[src/rtl/bist_pkg.sv]
// -----------------------------------------------------------------------------
// bist_pkg
//   Shared types and March C- element tables for the SRAM March BIST engine.
//   Element tables are packed vectors where bit N describes element EN:
//     ELEM_DOWN   : element walks addresses DEPTH-1 .. 0
//     ELEM_HAS_RD : element reads each address
//     ELEM_HAS_WR : element writes each address
//     ELEM_RD_INV : read expects ~B(a) instead of B(a)
//     ELEM_WR_INV : write stores ~B(a) instead of B(a)
// -----------------------------------------------------------------------------
package bist_pkg;

  typedef enum logic [1:0] {
    ST_IDLE  = 2'd0,
    ST_RUN   = 2'd1,
    ST_DRAIN = 2'd2
  } bist_state_t;

  typedef enum logic [2:0] {
    E0 = 3'd0,
    E1 = 3'd1,
    E2 = 3'd2,
    E3 = 3'd3,
    E4 = 3'd4,
    E5 = 3'd5
  } march_elem_t;

  typedef enum logic [1:0] {
    PAT_SOLID   = 2'd0,
    PAT_CHECKER = 2'd1,
    PAT_ADDR    = 2'd2,
    PAT_RSVD    = 2'd3
  } pattern_t;

  localparam int NUM_ELEMS = 6;

  //                                        E5 E4 E3 E2 E1 E0
  localparam logic [NUM_ELEMS-1:0] ELEM_DOWN   = 6'b1_1_1_0_0_0;
  localparam logic [NUM_ELEMS-1:0] ELEM_HAS_RD = 6'b1_1_1_1_1_0;
  localparam logic [NUM_ELEMS-1:0] ELEM_HAS_WR = 6'b0_1_1_1_1_1;
  localparam logic [NUM_ELEMS-1:0] ELEM_RD_INV = 6'b0_1_0_1_0_0;
  localparam logic [NUM_ELEMS-1:0] ELEM_WR_INV = 6'b0_0_1_0_1_0;

endpackage

[src/rtl/bist_compare_pipe.sv]
// -----------------------------------------------------------------------------
// bist_compare_pipe
//   Delays the compare tag of each read so it lines up with the SRAM read data
//   RD_LAT cycles later.
// Ports
//   Clock, Resetn        clock, async active-low reset (clears valid bits only)
//   tag_vld/exp/addr/elem tag registered alongside the SRAM address
//   cmp_vld/exp/addr/elem tag aligned with BIST_read_data
// -----------------------------------------------------------------------------
module bist_compare_pipe
  import bist_pkg::*;
#(
  parameter int DATA_W = 16,
  parameter int ADDR_W = 18,
  parameter int RD_LAT = 2
) (
  input  logic              Clock,
  input  logic              Resetn,
  input  logic              tag_vld,
  input  logic [DATA_W-1:0] tag_exp,
  input  logic [ADDR_W-1:0] tag_addr,
  input  march_elem_t       tag_elem,
  output logic              cmp_vld,
  output logic [DATA_W-1:0] cmp_exp,
  output logic [ADDR_W-1:0] cmp_addr,
  output march_elem_t       cmp_elem
);

  logic              vld_p  [RD_LAT];
  logic [DATA_W-1:0] exp_p  [RD_LAT];
  logic [ADDR_W-1:0] addr_p [RD_LAT];
  march_elem_t       elem_p [RD_LAT];

  // ---- stages p0 .. p(RD_LAT-1): valid bits are flushed by reset ----
  always_ff @(posedge Clock or negedge Resetn) begin
    if (!Resetn) begin
      for (int i = 0; i < RD_LAT; i++) vld_p[i] <= 1'b0;
    end else begin
      vld_p[0] <= tag_vld;
      for (int i = 1; i < RD_LAT; i++) vld_p[i] <= vld_p[i-1];
    end
  end

  always_ff @(posedge Clock) begin
    exp_p[0]  <= tag_exp;
    addr_p[0] <= tag_addr;
    elem_p[0] <= tag_elem;
    for (int i = 1; i < RD_LAT; i++) begin
      exp_p[i]  <= exp_p[i-1];
      addr_p[i] <= addr_p[i-1];
      elem_p[i] <= elem_p[i-1];
    end
  end

  assign cmp_vld  = vld_p[RD_LAT-1];
  assign cmp_exp  = exp_p[RD_LAT-1];
  assign cmp_addr = addr_p[RD_LAT-1];
  assign cmp_elem = elem_p[RD_LAT-1];

endmodule

[src/rtl/sram_march_bist.sv]
// -----------------------------------------------------------------------------
// sram_march_bist
//   March C- BIST engine for a single-port SRAM with fixed read latency.
//   Runs E0 up w0; E1 up r0,w1; E2 up r1,w0; E3 down r0,w1; E4 down r1,w0;
//   E5 down r0 over addresses 0..DEPTH-1 with a selectable background, and
//   records a sticky mismatch, a saturating fail count and the first failure.
// Ports
//   Clock, Resetn       clock (rising edge), async active-low reset
//   BIST_start          rising edge in IDLE starts a run
//   BIST_pattern        background select, latched at start
//   BIST_address        registered SRAM address
//   BIST_write_data     registered SRAM write data
//   BIST_we_n           registered SRAM write enable, active low
//   BIST_read_data      SRAM read data, valid RD_LAT cycles after its address
//   BIST_finish         high while idle / after completion
//   BIST_mismatch       sticky compare failure for the current run
//   BIST_fail_count     saturating mismatch count
//   BIST_fail_address   address of the first mismatch
//   BIST_fail_element   March element of the first mismatch
// -----------------------------------------------------------------------------
module sram_march_bist
  import bist_pkg::*;
#(
  parameter int ADDR_W = 18,
  parameter int DATA_W = 16,
  parameter int DEPTH  = 2**ADDR_W,
  parameter int RD_LAT = 2
) (
  input  logic              Clock,
  input  logic              Resetn,
  input  logic              BIST_start,
  input  logic [1:0]        BIST_pattern,
  output logic [ADDR_W-1:0] BIST_address,
  output logic [DATA_W-1:0] BIST_write_data,
  output logic              BIST_we_n,
  input  logic [DATA_W-1:0] BIST_read_data,
  output logic              BIST_finish,
  output logic              BIST_mismatch,
  output logic [15:0]       BIST_fail_count,
  output logic [ADDR_W-1:0] BIST_fail_address,
  output logic [2:0]        BIST_fail_element
);

  localparam logic [ADDR_W-1:0] LAST_ADDR = ADDR_W'(DEPTH - 1);

  // Background word B(a); the reserved code falls back to solid zeros.
  function automatic logic [DATA_W-1:0] background(pattern_t pat, logic [ADDR_W-1:0] a);
    logic [DATA_W+ADDR_W-1:0] ext;
    logic [DATA_W-1:0]        chk;
    ext = {{DATA_W{1'b0}}, a};
    for (int i = 0; i < DATA_W; i++) chk[i] = ((i % 2) == 0) ? ~a[0] : a[0];
    case (pat)
      PAT_CHECKER: background = chk;
      PAT_ADDR:    background = ext[DATA_W-1:0];
      default:     background = '0;
    endcase
  endfunction

  bist_state_t       state_q, state_d;
  march_elem_t       elem_q, elem_d;
  logic [ADDR_W-1:0] addr_q, addr_d;
  logic              phase_q, phase_d;   // 0: read slot, 1: write slot of an r,w element
  logic [2:0]        drain_q, drain_d;
  pattern_t          pat_q;
  logic              start_buf;
  logic              start_go;
  logic              drain_done;

  logic              is_rw, do_read, last_op_here, at_end;
  logic [DATA_W-1:0] bg;
  logic [ADDR_W-1:0] bus_addr_d;
  logic [DATA_W-1:0] bus_data_d;
  logic              bus_we_n_d;
  logic              rd_vld_d;
  logic [DATA_W-1:0] exp_d;

  logic              rd_vld_p0;
  logic [DATA_W-1:0] exp_p0;
  march_elem_t       elem_p0;

  logic              cmp_vld;
  logic [DATA_W-1:0] cmp_exp;
  logic [ADDR_W-1:0] cmp_addr;
  march_elem_t       cmp_elem;
  logic              cmp_fail;
  march_elem_t       fail_elem_q;

  // The counters describe the op being issued this cycle; the bus registers
  // present it to the SRAM one cycle later, so DRAIN runs RD_LAT+1 state
  // cycles to cover the RD_LAT bus cycles after the last read is on the bus.
  always_comb begin
    state_d    = state_q;
    elem_d     = elem_q;
    addr_d     = addr_q;
    phase_d    = phase_q;
    drain_d    = drain_q;
    bus_addr_d = BIST_address;
    bus_data_d = BIST_write_data;
    bus_we_n_d = 1'b1;
    rd_vld_d   = 1'b0;
    exp_d      = exp_p0;

    start_go     = BIST_start & ~start_buf & (state_q == ST_IDLE);
    drain_done   = (state_q == ST_DRAIN) && (drain_q == 3'(RD_LAT));
    bg           = background(pat_q, addr_q);
    is_rw        = ELEM_HAS_RD[elem_q] & ELEM_HAS_WR[elem_q];
    do_read      = ELEM_HAS_RD[elem_q] & ~(is_rw & phase_q);
    last_op_here = ~is_rw | phase_q;
    at_end       = ELEM_DOWN[elem_q] ? (addr_q == '0) : (addr_q == LAST_ADDR);

    case (state_q)
      ST_IDLE: begin
        if (start_go) begin
          state_d = ST_RUN;
          elem_d  = E0;
          addr_d  = '0;
          phase_d = 1'b0;
        end
      end
      ST_RUN: begin
        bus_addr_d = addr_q;
        if (do_read) begin
          rd_vld_d = 1'b1;
          exp_d    = ELEM_RD_INV[elem_q] ? ~bg : bg;
        end else begin
          bus_we_n_d = 1'b0;
          bus_data_d = ELEM_WR_INV[elem_q] ? ~bg : bg;
        end
        if (last_op_here) begin
          phase_d = 1'b0;
          if (at_end) begin
            if (elem_q == E5) begin
              state_d = ST_DRAIN;
              drain_d = '0;
            end else begin
              elem_d = march_elem_t'(elem_q + 3'd1);
              addr_d = ELEM_DOWN[elem_d] ? LAST_ADDR : '0;
            end
          end else begin
            addr_d = ELEM_DOWN[elem_q] ? (addr_q - ADDR_W'(1)) : (addr_q + ADDR_W'(1));
          end
        end else begin
          phase_d = 1'b1;
        end
      end
      ST_DRAIN: begin
        if (drain_done) state_d = ST_IDLE;
        else            drain_d = drain_q + 3'd1;
      end
      default: state_d = ST_IDLE;
    endcase
  end

  // ---- stage p0: SRAM bus and read tag registered together ----
  always_ff @(posedge Clock or negedge Resetn) begin
    if (!Resetn) begin
      state_q         <= ST_IDLE;
      elem_q          <= E0;
      addr_q          <= '0;
      phase_q         <= 1'b0;
      drain_q         <= '0;
      pat_q           <= PAT_SOLID;
      start_buf       <= 1'b0;
      BIST_address    <= '0;
      BIST_write_data <= '0;
      BIST_we_n       <= 1'b1;
      rd_vld_p0       <= 1'b0;
      BIST_finish     <= 1'b1;
    end else begin
      state_q         <= state_d;
      elem_q          <= elem_d;
      addr_q          <= addr_d;
      phase_q         <= phase_d;
      drain_q         <= drain_d;
      start_buf       <= BIST_start;
      BIST_address    <= bus_addr_d;
      BIST_write_data <= bus_data_d;
      BIST_we_n       <= bus_we_n_d;
      rd_vld_p0       <= rd_vld_d;
      if (start_go) pat_q <= pattern_t'(BIST_pattern);
      if (start_go)        BIST_finish <= 1'b0;
      else if (drain_done) BIST_finish <= 1'b1;
    end
  end

  always_ff @(posedge Clock) begin
    exp_p0  <= exp_d;
    elem_p0 <= elem_q;
  end

  // ---- stages p1..: tag delayed to meet the read data ----
  bist_compare_pipe #(
    .DATA_W (DATA_W),
    .ADDR_W (ADDR_W),
    .RD_LAT (RD_LAT)
  ) u_cmp_pipe (
    .Clock    (Clock),
    .Resetn   (Resetn),
    .tag_vld  (rd_vld_p0),
    .tag_exp  (exp_p0),
    .tag_addr (BIST_address),
    .tag_elem (elem_p0),
    .cmp_vld  (cmp_vld),
    .cmp_exp  (cmp_exp),
    .cmp_addr (cmp_addr),
    .cmp_elem (cmp_elem)
  );

  assign cmp_fail = cmp_vld & (BIST_read_data != cmp_exp);

  // ---- compare stage: sticky flag, saturating count, first-fail capture ----
  always_ff @(posedge Clock or negedge Resetn) begin
    if (!Resetn) begin
      BIST_mismatch     <= 1'b0;
      BIST_fail_count   <= '0;
      BIST_fail_address <= '0;
      fail_elem_q       <= E0;
    end else if (start_go) begin
      BIST_mismatch     <= 1'b0;
      BIST_fail_count   <= '0;
      BIST_fail_address <= '0;
      fail_elem_q       <= E0;
    end else if (cmp_fail) begin
      BIST_mismatch <= 1'b1;
      if (BIST_fail_count != 16'hFFFF) BIST_fail_count <= BIST_fail_count + 16'd1;
      if (BIST_fail_count == 16'd0) begin
        BIST_fail_address <= cmp_addr;
        fail_elem_q       <= cmp_elem;
      end
    end
  end

  assign BIST_fail_element = fail_elem_q;

endmodule

[config.mk]
export PLATFORM = sky130hd
export DESIGN_NAME = sram_march_bist
export DESIGN_NICKNAME = d
export VERILOG_FILES = /design/src/rtl/bist_pkg.sv /design/src/rtl/bist_compare_pipe.sv /design/src/rtl/sram_march_bist.sv
export SDC_FILE = /design/constraint.sdc
export NUM_CORES = 1
export LEC_CHECK = 0
export ABC_AREA = 0
export CAP_MARGIN = 0
export CORE_MARGIN = 2
export CORE_UTILIZATION = 56
export DETAILED_ROUTE_END_ITERATION = 8
export GPL_TIMING_DRIVEN = 0
export PLACE_DENSITY = 0.8
export SYNTH_ARGS = -nofsm -noshare
export SYNTH_HDL_FRONTEND = slang
export SYNTH_SLANG_ARGS = --single-unit
[constraint.sdc]
create_clock -name Clock -period 3.8 [get_ports Clock]
set_input_delay 0.76 -clock Clock [delete_from_list [all_inputs] [get_ports Clock]]
set_output_delay 0.76 -clock Clock [all_outputs]
set_load 0.005 [all_outputs]
==> impl_metrics.toml, run 1 <==
[timing]
setup_viol = 0
post-route-period-util_pct = 91.9
finalHoldViolCount = 0
fmax_mhz = 286
layout_min_cycle_time_ns = 3.49
drv_slew = 0
skew_ns = 0.0187
tightest_slew_ns = 0.895
max-slew-margin-rel_pct = 39.6

[routing]
drt-pass1-iter-count = 5
num_vias = 5856
routed_via_density = 5.48
drt_iter0_markers = 476
post-route-drc-count = 0
ant_nets = 0
routed_wl_um = 17600
wl_per_cell_um = 16.5

[worst_setup_path]
crit_start = "elem_q[0]"
reg2regPathDepth = 12
worstPathMaxFanout = 11
rr_endpoint = "addr_q[17]"
rr_startpoint = "elem_q[0]"
cp.required_ns = 4.12
crit_path_end_kind = "flip-flop"
crit_path_end = "addr_q[17]"
start_kind = "flip-flop"
crit_arrival_ns = 3.81
r2r_slack_ns = 0.31
crit_type = "reg -> reg"

[yosys]
ys_seq_area_share_pct = 58.1
synth_area_leaders = "dfrtp_1, dfxtp_1, xnor2_1"
synth-edff-count = 16
ys.flop_type = "dfrtp_1"
synth_top_area_share_pct = 32.4
async_flop_share_pct = 53.5
ys_warn_count = 0
syn_nets = 805
ys_ff_latch = 200
synth_area_per_cell_sq_um = 10.7
netlist_area_sq_um = 8100
yosys.area.top_type = "dfrtp_1"
synth_cell_types = 61
synth_cells = 756

[cells_and_area]
fin_cells = 1068
design_area_sq_um = 9930
nets = 924
layout-drive-gt1-share_pct = 6.19
area_growth_pct = 22.6
num_antenna_cells = 0
final_core_util_pct = 71.0

[placement]
dpl_cell_area_sq_um = 9290
portBuffers = 94
gp_congestion = 0.943
dp_hpwl_um = 12500
dp_cells = 1031

[run]
cap_violations = 0

[clock_network]
cts_tree = "done"
numCtsBuffers = 17
clk_pin_slew_worst_paths_ns = 0.07
clk_latency_ns = 0.43
cts_sinks = 200
cts_root_buffer = "clkbuf_16"
cts_htree_levels = 4
cts_hold_buf = 0
cts_buffer_depth = 2

[pwr]
power_density_nw_per_um2 = 471
cellLeakagePower_nw = 4.13
ir_worst_vdd_mv = 0.336

[floorplan]
num_rows = 43
die_area_sq_um = 15400
ios = 95
die-width_um = 124
core_area_sq_um = 14000
initial_core_util_pct = 57.9
dieHeight_um = 124

[global_routing]
grt_max_degree = 64
grt_pass1_wl_um = 29100
grt.overflow.total = 0
antenna_found_initial = 0
grt_pass1_vias = 5814
track_usage_pct = 23.3

[run_status]
outcome = "finished clean"

[worst_hold_path]
hp-class = "reg -> reg"
-- metrics by stage --
stage / setup slack [ns] / TNS [ns] / hold WS (ns) / power (W)
6_report: 0.307 / 0 / 0.327 / 0.00467
5_1_grt: -0.0322 / -0.0322 / 0.332 / 0.00486
4_1_cts: 0.254 / 0 / 0.328 / 0.00471
3_5_place_dp: 0.255 / 0 / 0.312 / 0.00298
3_3_place_gp: -2.03 / -213.11 / 0.311 / 0.00295
2_1_floorplan: 0.864 / 0 / 0.310 / 0.00263
-- state kept, by name (all words and copies together) (netlist names), 3 cells and up --
name / cells
addr_q: 18
BIST_fail_count: 16
elem_q: 3
BIST_fail_element: 3
u_cmp_pipe.exp_p: 32
BIST_address: 18
u_cmp_pipe.addr_p: 36
elem_p0: 3
u_cmp_pipe.elem_p: 6
BIST_fail_address: 18
BIST_write_data: 16
drain_q: 3
exp_p0: 16
-- placed cells by master, fill, tap and decap left out, types with 7 or more instances in the layout --
master / netlist / final
nand2_1: 111 / 111
dfrtp_1: 105 / 105
clkdlybuf4s50_1: 0 / 93
dfxtp_1: 77 / 77
nor2_1: 74 / 74
xnor2_1: 65 / 65
a21oi_1: 55 / 55
ha_1: 27 / 27
mux2i_1: 25 / 25
o21ai_0: 25 / 25
clkbuf_1: 23 / 23
clkbuf_16: 0 / 18
inv_1: 17 / 16
edfxtp_1: 16 / 16
nand4_1: 13 / 13
a21o_1: 12 / 12
nor3_1: 11 / 11
nand3_1: 10 / 10
nor4_1: 8 / 8
nand2b_1: 7 / 7
xor2_1: 7 / 7
-- critical path: stages (launching register included) --
cell and delay (ns):
dfrtp_1 0.45, ha_1 0.23, inv_1 0.06, ha_1 0.28, clkinvlp_4 0.25, buf_12 0.20, ha_1 0.27, a21o_1 0.20
a41oi_1 0.27, a31oi_1 0.28, o311ai_0 0.58, mux2i_1 0.24, nand2_1 0.07
-- worst min path at each step --
stage	startpoint	to	depth (start not counted)
2_1_floorplan	u_cmp_pipe.addr_p[0][0]	u_cmp_pipe.addr_p[0][18]	0
3_3_place_gp	u_cmp_pipe.addr_p[0][13]	u_cmp_pipe.addr_p[0][31]	0
3_5_place_dp	u_cmp_pipe.addr_p[0][1]	u_cmp_pipe.addr_p[0][19]	0
4_1_cts	u_cmp_pipe.exp_p[0][11]	u_cmp_pipe.exp_p[0][27]	0
5_1_grt	u_cmp_pipe.exp_p[0][13]	u_cmp_pipe.exp_p[0][29]	0
6_report	u_cmp_pipe.addr_p[0][11]	u_cmp_pipe.addr_p[0][29]	0
-- layout make-up --
| cell class | count | area, sq um |
|---|---|---|
| multi-input combinational | 511 | 3210 |
| tap | 180 | 225 |
| buffer | 28 | 125 |
| inverter | 17 | 67.6 |
| timing repair buffer | 100 | 1020 |
| clock inverter | 12 | 108 |
| clock buffer | 20 | 478 |
| sequential | 200 | 4700 |
| fill | 976 | 4060 |
-- Yosys cell counts, types with 6 or more instances --
master / instances
nand2_1: 111
dfxtp_1: 77
dfrtp_1: 105
nand3_1: 10
clkbuf_1: 23
inv_1: 17
nor4_1: 8
a21o_1: 12
nand4_1: 13
nand2b_1: 7
a21oi_1: 55
and3_1: 6
edfxtp_1: 16
xor2_1: 7
xnor2_1: 65
mux2i_1: 25
o21ai_0: 25
nor2_1: 74
ha_1: 27
nor3_1: 11
-- power by group --
part	internal (W)	switching [W]	leakage, nW	total, W
clock network	0.000935	0.000805	0.286	0.00174
logic	0.000333	0.000220	1.81	0.000553
registers	0.00228	0.000105	2.03	0.00238
-- cells by family after synthesis --
group | after synthesis | synth area share (%)
mux | 28 | 3.55
xor+xnor | 72 | 7.79
fa+ha+maj | 28 | 4.42
compound gates | 125 | 9.67
simple gates | 258 | 14.2
flops | 200 | 58.1
buf+inv | 45 | 2.33
-- routing by layer --
| layer | vias to the layer above | routed length (um) | track usage, % | share of wire, % |
|---|---|---|---|---|
| met2 | 174 | 8650 | 39.6 | 49 |
| li1 | 2814 | - | - | - |
| met1 | 2841 | 7910 | 30.2 | 45 |
| met3 | 27 | 758 | 4.08 | 4.3 |
| met4 | 0 | 282 | 8.26 | 1.6 |
| met5 | - | 0 | 0 | 0 |
-- what timing repair did --
action / CTS / global route
setup buffers: 0 / 4
gates resized for setup: 0 / 1
endpoints found under the setup margin: 0 / 2
(Power assumes the default switching activity.)
==> inputs of run 2 (changes only) <==
Settings changed: CTS_CLUSTER_SIZE set to 25.
==> results of run 2 <==
The final DEF is identical to that of run 1; final timing and power are the same.
